**src/rtl/multi_cycle_ctrl.sv**
```systemverilog
// Main control FSM for the multi-cycle MIPS datapath; strobes are registered from the next state.
// Optional performance counters are built only when CTRL_PERF_CNT_EN is defined.
module multi_cycle_ctrl #(
   parameter logic [5:0] HALT_OPCODE = 6'h3F,
   parameter int         CNT_W       = 32
) (
   input  logic             clk,
   input  logic             rst,
   input  logic [5:0]       opcode,
   input  logic [5:0]       funct,
   input  logic             zero,
   input  logic             mem_ready,
   output logic             pc_en,
   output logic             pc_write,
   output logic             pc_write_cond,
   output logic             i_or_d,
   output logic             mem_read,
   output logic             mem_write,
   output logic             ir_write,
   output logic             reg_write,
   output logic             reg_dst,
   output logic             mem_to_reg,
   output logic             alu_src_a,
   output logic [1:0]       alu_src_b,
   output logic [2:0]       alu_ctrl,
   output logic [1:0]       pc_source,
   output logic [3:0]       state,
   output logic             illegal_op,
   output logic             halted,
   output logic [CNT_W-1:0] cycle_cnt,
   output logic [CNT_W-1:0] instr_cnt
);

   typedef enum logic [3:0] {
      S_IDLE     = 4'd0,
      S_FETCH    = 4'd1,
      S_DECODE   = 4'd2,
      S_MEM_ADDR = 4'd3,
      S_MEM_RD   = 4'd4,
      S_MEM_WB   = 4'd5,
      S_MEM_WR   = 4'd6,
      S_R_EXEC   = 4'd7,
      S_R_WB     = 4'd8,
      S_BRANCH   = 4'd9,
      S_JUMP     = 4'd10,
      S_I_EXEC   = 4'd11,
      S_I_WB     = 4'd12,
      S_HALT     = 4'd13
   } state_t;

   localparam logic [2:0] ALU_AND = 3'b000;
   localparam logic [2:0] ALU_OR  = 3'b001;
   localparam logic [2:0] ALU_ADD = 3'b010;
   localparam logic [2:0] ALU_SUB = 3'b110;
   localparam logic [2:0] ALU_SLT = 3'b111;

   localparam logic [5:0] OP_RTYPE = 6'h00;
   localparam logic [5:0] OP_LW    = 6'h23;
   localparam logic [5:0] OP_SW    = 6'h2B;
   localparam logic [5:0] OP_BEQ   = 6'h04;
   localparam logic [5:0] OP_J     = 6'h02;
   localparam logic [5:0] OP_ADDI  = 6'h08;

   typedef struct packed {
      logic       pc_write;
      logic       pc_write_cond;
      logic       i_or_d;
      logic       mem_read;
      logic       mem_write;
      logic       reg_write;
      logic       reg_dst;
      logic       mem_to_reg;
      logic       alu_src_a;
      logic [1:0] alu_src_b;
      logic [2:0] alu_ctrl;
      logic [1:0] pc_source;
      logic       halted;
   } ctrl_t;

   state_t state_q;
   state_t state_nxt;
   ctrl_t  ctrl_q;
   logic   illegal_q;
   logic   r_funct_ok;
   logic   in_fetch;

   function automatic logic [2:0] alu_from_funct(input logic [5:0] f);
      case (f)
         6'h22:   return ALU_SUB;
         6'h24:   return ALU_AND;
         6'h25:   return ALU_OR;
         6'h2A:   return ALU_SLT;
         default: return ALU_ADD;
      endcase
   endfunction

   // Strobe pattern for a state; IDLE is all-zero, everything else defaults to add.
   function automatic ctrl_t ctrl_for(input state_t s, input logic [5:0] f);
      ctrl_t c;
      c = '0;
      c.alu_ctrl = ALU_ADD;
      case (s)
         S_IDLE: c.alu_ctrl = 3'b000;
         S_FETCH: begin
            c.mem_read  = 1'b1;
            c.alu_src_b = 2'b01;
         end
         S_DECODE: c.alu_src_b = 2'b11;
         S_MEM_ADDR, S_I_EXEC: begin
            c.alu_src_a = 1'b1;
            c.alu_src_b = 2'b10;
         end
         S_MEM_RD: begin
            c.mem_read = 1'b1;
            c.i_or_d   = 1'b1;
         end
         S_MEM_WB: begin
            c.reg_write  = 1'b1;
            c.mem_to_reg = 1'b1;
         end
         S_MEM_WR: begin
            c.mem_write = 1'b1;
            c.i_or_d    = 1'b1;
         end
         S_R_EXEC: begin
            c.alu_src_a = 1'b1;
            c.alu_ctrl  = alu_from_funct(f);
         end
         S_R_WB: begin
            c.reg_write = 1'b1;
            c.reg_dst   = 1'b1;
         end
         S_BRANCH: begin
            c.alu_src_a     = 1'b1;
            c.alu_ctrl      = ALU_SUB;
            c.pc_write_cond = 1'b1;
            c.pc_source     = 2'b01;
         end
         S_JUMP: begin
            c.pc_write  = 1'b1;
            c.pc_source = 2'b10;
         end
         S_I_WB:  c.reg_write = 1'b1;
         S_HALT:  c.halted = 1'b1;
         default: c = '0;
      endcase
      return c;
   endfunction

   always_comb begin
      r_funct_ok = (funct == 6'h20) || (funct == 6'h22) || (funct == 6'h24) ||
                   (funct == 6'h25) || (funct == 6'h2A);
   end

   always_comb begin
      state_nxt = state_q;
      case (state_q)
         S_IDLE:  state_nxt = S_FETCH;
         S_FETCH: state_nxt = mem_ready ? S_DECODE : S_FETCH;
         S_DECODE: begin
            if (opcode == OP_RTYPE && r_funct_ok)         state_nxt = S_R_EXEC;
            else if (opcode == OP_LW || opcode == OP_SW)  state_nxt = S_MEM_ADDR;
            else if (opcode == OP_BEQ)                    state_nxt = S_BRANCH;
            else if (opcode == OP_J)                      state_nxt = S_JUMP;
            else if (opcode == OP_ADDI)                   state_nxt = S_I_EXEC;
            else if (opcode == HALT_OPCODE)               state_nxt = S_HALT;
            else                                          state_nxt = S_FETCH;
         end
         S_MEM_ADDR: state_nxt = (opcode == OP_SW) ? S_MEM_WR : S_MEM_RD;
         S_MEM_RD:   state_nxt = mem_ready ? S_MEM_WB : S_MEM_RD;
         S_MEM_WR:   state_nxt = mem_ready ? S_FETCH : S_MEM_WR;
         S_R_EXEC:   state_nxt = S_R_WB;
         S_I_EXEC:   state_nxt = S_I_WB;
         S_MEM_WB, S_R_WB, S_BRANCH, S_JUMP, S_I_WB: state_nxt = S_FETCH;
         S_HALT:     state_nxt = S_HALT;
         default:    state_nxt = S_IDLE;
      endcase
   end

   // Only a DECODE that falls straight back to FETCH is an undecodable instruction.
   always_ff @(posedge clk or posedge rst) begin
      if (rst) begin
         state_q   <= S_IDLE;
         ctrl_q    <= '0;
         illegal_q <= 1'b0;
      end else begin
         state_q   <= state_nxt;
         ctrl_q    <= ctrl_for(state_nxt, funct);
         illegal_q <= (state_q == S_DECODE) && (state_nxt == S_FETCH);
      end
   end

   assign in_fetch      = (state_q == S_FETCH);
   assign ir_write      = in_fetch & mem_ready;
   assign pc_write      = ctrl_q.pc_write | (in_fetch & mem_ready);
   assign pc_en         = pc_write | (ctrl_q.pc_write_cond & zero);
   assign pc_write_cond = ctrl_q.pc_write_cond;
   assign i_or_d        = ctrl_q.i_or_d;
   assign mem_read      = ctrl_q.mem_read;
   assign mem_write     = ctrl_q.mem_write;
   assign reg_write     = ctrl_q.reg_write;
   assign reg_dst       = ctrl_q.reg_dst;
   assign mem_to_reg    = ctrl_q.mem_to_reg;
   assign alu_src_a     = ctrl_q.alu_src_a;
   assign alu_src_b     = ctrl_q.alu_src_b;
   assign alu_ctrl      = ctrl_q.alu_ctrl;
   assign pc_source     = ctrl_q.pc_source;
   assign halted        = ctrl_q.halted;
   assign illegal_op    = illegal_q;
   assign state         = state_q;

`ifdef CTRL_PERF_CNT_EN
   logic [CNT_W-1:0] cycle_q;
   logic [CNT_W-1:0] instr_q;
   logic             retire;

   always_comb begin
      retire = 1'b0;
      if (state_nxt == S_FETCH) begin
         case (state_q)
            S_MEM_WB, S_MEM_WR, S_R_WB, S_BRANCH, S_JUMP, S_I_WB: retire = 1'b1;
            default: retire = 1'b0;
         endcase
      end
   end

   always_ff @(posedge clk or posedge rst) begin
      if (rst) begin
         cycle_q <= '0;
         instr_q <= '0;
      end else begin
         if (state_q != S_IDLE && state_q != S_HALT)
            cycle_q <= cycle_q + CNT_W'(1);
         if (retire)
            instr_q <= instr_q + CNT_W'(1);
      end
   end

   assign cycle_cnt = cycle_q;
   assign instr_cnt = instr_q;
`else
   assign cycle_cnt = '0;
   assign instr_cnt = '0;
`endif

endmodule

```
**config.mk**
```make
export PLATFORM = sky130hd
export DESIGN_NAME = multi_cycle_ctrl
export DESIGN_NICKNAME = d
export VERILOG_FILES = /design/src/rtl/multi_cycle_ctrl.sv
export SDC_FILE = /design/constraint.sdc
export NUM_CORES = 1
export LEC_CHECK = 0
export CORE_ASPECT_RATIO = 0.5
export CORE_MARGIN = 8
export CORE_UTILIZATION = 39
export DETAILED_ROUTE_END_ITERATION = 7
export PLACE_DENSITY = 0.86
export SLEW_MARGIN = 20
export SYNTH_ARGS = -nofsm -noshare
export SYNTH_HDL_FRONTEND = slang
export SYNTH_SLANG_ARGS = --single-unit
```
**constraint.sdc**
```tcl
create_clock -name clk -period 3 [get_ports clk]
set_input_delay 0.6 -clock clk [delete_from_list [all_inputs] [get_ports clk]]
set_output_delay 0.6 -clock clk [all_outputs]
set_load 0.01 [all_outputs]
```
==> summary.txt <==
Status
  – Status: completed

Floorplanning
  – Cell Rows: 16
  – Die Wd: 105.9 um
  – I/O Pins: 104
  – Starting Density: 0.4056
  – CORE AREA: 3884 um^2
  – Die Y: 60.94 um
  – Die area: 6452 um^2

Synthesis
  – Yosys reg bits: 20
  – Post-synth EDFFs: 0
  – Yosys top cell by area: dfrtp_1
  – Post-Syn Instances: 173
  – Post-Syn Area: 1575 um^2
  – Area contributors post-synth: dfrtp_1 (32%), buf_4 (31%), nor4b_1 (2.2%), inv_1 (1.7%), xnor2_1 (1.7%)
  – Fraction of registers with async set/reset: 1.000
  – Synth warn: 0
  – Cell variety after synth: 46
  – Avg Cell Area, Syn: 9.106 um^2
  – Synth top cells by count: buf_4 (65), dfrtp_1 (20), inv_1 (7)
  – Post-synth top area share: 0.3177
  – Top FF cell, synth: dfrtp_1
  – Sequential fraction of the synthesis area: 0.3177
  – Most common cell in the netlist: buf_4

Power and ir drop
  – Flop pwr share: 0.330
  – Clock share of power: 0.153
  – Final Power: 1.335 mW
  – PwrDens: 739.1 nW/um^2
  – Combinational Power Share: 0.517
  – Switch Pwr: 550.3 uW
  – Net Sw Frac: 0.4121
  – Leakage: 0.8542 nW
  – Int Pwr: 785.0 uW
  – Worst VDD drop: 0.0002472 V

Clock tree
  – Clock buffer count from CTS: 3
  – Root buffer cell: clkbuf_8
  – Post-CTS Setup Repair Bufs: 0
  – Clock tree buffer depth: 2
  – CTS tree: built
  – Post-CTS sizing: 0
  – Clk slew on worst S/H paths: 0.07 ns
  – H-Tree Depth: 1
  – CTS Sinks: 20
  – CTS Hold Buffers Added: 0
  – Worst-skew pair later-pin latency: 0.26 ns

Worst setup path
  – Setup CP Type: input pin to output pin
  – Sum of buffers and inverters on the critical path: 2
  – Crit start category: input pin
  – Critical-path top delay cell: clkdlybuf4s50_1
  – Crit end category: output pin
  – Slowest Stage Delay on Critical Path: 0.54 ns
  – CP required: 2.40 ns
  – Worst-path fanout max: 4
  – Critical Path AT: 2.27 ns
  – Top delay family on crit path: buffers and inverters
  – Cell Chain, Critical Path: clkdlybuf4s50_1, nor2b_1, nand3_1, nand2b_1, a21o_1, clkdlybuf4s50_1
  – CP dominant cell by count: clkdlybuf4s50_1

Final layout
  – Layout cell share with drive strength beyond 1: 0.06280
  – Area growth, synth to finish: 14.69%
  – Fin nets: 224
  – Fin cells: 261
  – Diode count: 0
  – Post-layout util: 0.4652
  – Max reg flops: 4

Timing
  – Final worst slack: 0.1326 ns
  – Final Hold Viols: 0
  – RSZ-0062 raised after global routing: no
  – Fmax: 348.7 MHz
  – Max-slew violation count: 0
  – Clock Skew: 0.002543 ns
  – Least-Margin Pin Slew: 0.7366 ns
  – Worst slew margin: 0.5084
  – Count of final setup violators: 0
  – Final period utilization: 0.9558
  – TNS Setup: 0 ns
  – Clock period minus worst slack: 2.867 ns

Place
  – GPL Wtd Cong: 0.8268
  – Port Buffers: 39
  – Inst Count DP: 257
  – DP Worst Slack: 0.1447 ns
  – DPL Wire Length: 2932 um

Global routing
  – Total grt overflow: 0
  – First-pass GRT wire length: 5306 um
  – Vias in the first global route: 1177
  – Maximum number of pins on one net before global-route repair: 21
  – Antenna violations before repair: 0
  – All-Layer GR Usage: 0.1007

Detailed routing
  – Total wire length: 3511 um
  – Antenna viol nets, final: 0
  – Via Count: 1125
  – # DRC: 0
  – DR iter-0 viols: 29
  – First-pass detailed-route iteration total: 5
  – Vias per cell: 4.310
  – Avg WL per Cell: 13.45 um

Job
  – Max Cap Viol: 0

Min path
  – Hold crit path type: flip-flop to flip-flop
[worst min-delay path, delay by kind of cell (launching register included)]
family | cells | cell delay, ns
compound gates | 1 | 0.06
flops | 1 | 0.52
simple gates | 1 | 0.12
[final timing paths]
path | start | to | slack (ns) | cells after the start
min in group asynchronous | rst | pc_write_cond | 0.77 | 2
hold reg to reg | state[1] | reg_write | 0.74 | 2
setup reg to reg | state[0] | illegal_op | 0.90 | 6
max in group asynchronous | rst | mem_to_reg | 1.77 | 2
hold / removal | state[1] | reg_write | 0.74 | 2
setup / recovery | mem_ready | pc_en | 0.13 | 6
[placed cells by master (no fill, tap or decap), drive strengths merged]
master / Yosys / final
nand2: 4 / 4
nand4: 1 / 1
o2bb2ai: 1 / 1
or4: 2 / 2
nor4b: 5 / 5
a2bb2oi: 2 / 2
clkdlybuf4s50: 0 / 39
a21o: 1 / 1
and4: 2 / 2
nand3: 4 / 4
a22oi: 2 / 2
a41o: 1 / 1
inv: 7 / 7
clkbuf: 4 / 4
a22o: 2 / 2
o211a: 1 / 1
a21boi: 1 / 1
a31oi: 1 / 1
nor2: 6 / 6
and2: 1 / 1
o21a: 2 / 2
conb: 1 / 64
nor3b: 2 / 2
a211oi: 1 / 1
xor2: 1 / 1
a21oi: 4 / 4
mux2: 1 / 1
nor3: 4 / 4
or2: 1 / 1
nand2b: 1 / 1
and3: 3 / 3
nor2b: 4 / 4
o21bai: 1 / 1
xnor2: 3 / 3
o21ai: 6 / 6
or2b: 1 / 1
o31ai: 1 / 1
dfrtp: 20 / 20
[power groups by stage]
stage / Clock, mW / Combinational (mW) / Sequential, mW
after global routing: 0.219 / 0.749 / 0.453
after global placement: 0 / 0.664 / 0.440
final: 0.205 / 0.690 / 0.440
after floorplan: 0 / 0.486 / 0.419
after detailed placement: 0 / 0.688 / 0.445
after CTS: 0.209 / 0.691 / 0.439
[per-stage QoR]
stage               cell area, um^2  hold slack (ns)
floorplan                      1812           0.5638
global placement               1752           0.6983
detailed placement             1752           0.7193
CTS                            1807           0.7313
global route                   1807           0.7872
finish                         1807           0.7402
[cell families after synthesis]
kind of cell,share of synthesized area
XOR/XNOR,0.02224
AND/OR/NAND/NOR,0.1724
multiplexers,0.009529
other,0.002381
AO/OA/AOI/OAI,0.1303
buffers and inverters,0.3455
flip-flops,0.3177
[cell type report]
type / instances / area (um^2)
Clock buffer: 4 / 55.05
Fill cell: 371 / 2077
Inverter: 7 / 26.28
Multi-Input combinational cell: 137 / 767.0
Sequential cell: 20 / 500.5
Tap cell: 54 / 67.56
Timing Repair Buffer: 39 / 390.4
[layer usage]
metal,vias up,global-route usage,routed length (um)
met3,4,0.02754,250
met4,0,0.03762,30
li1,524,-,-
met2,62,0.1996,1974
met1,535,0.1018,1255
met5,-,0,0
Power figures use the tool's default switching activity.
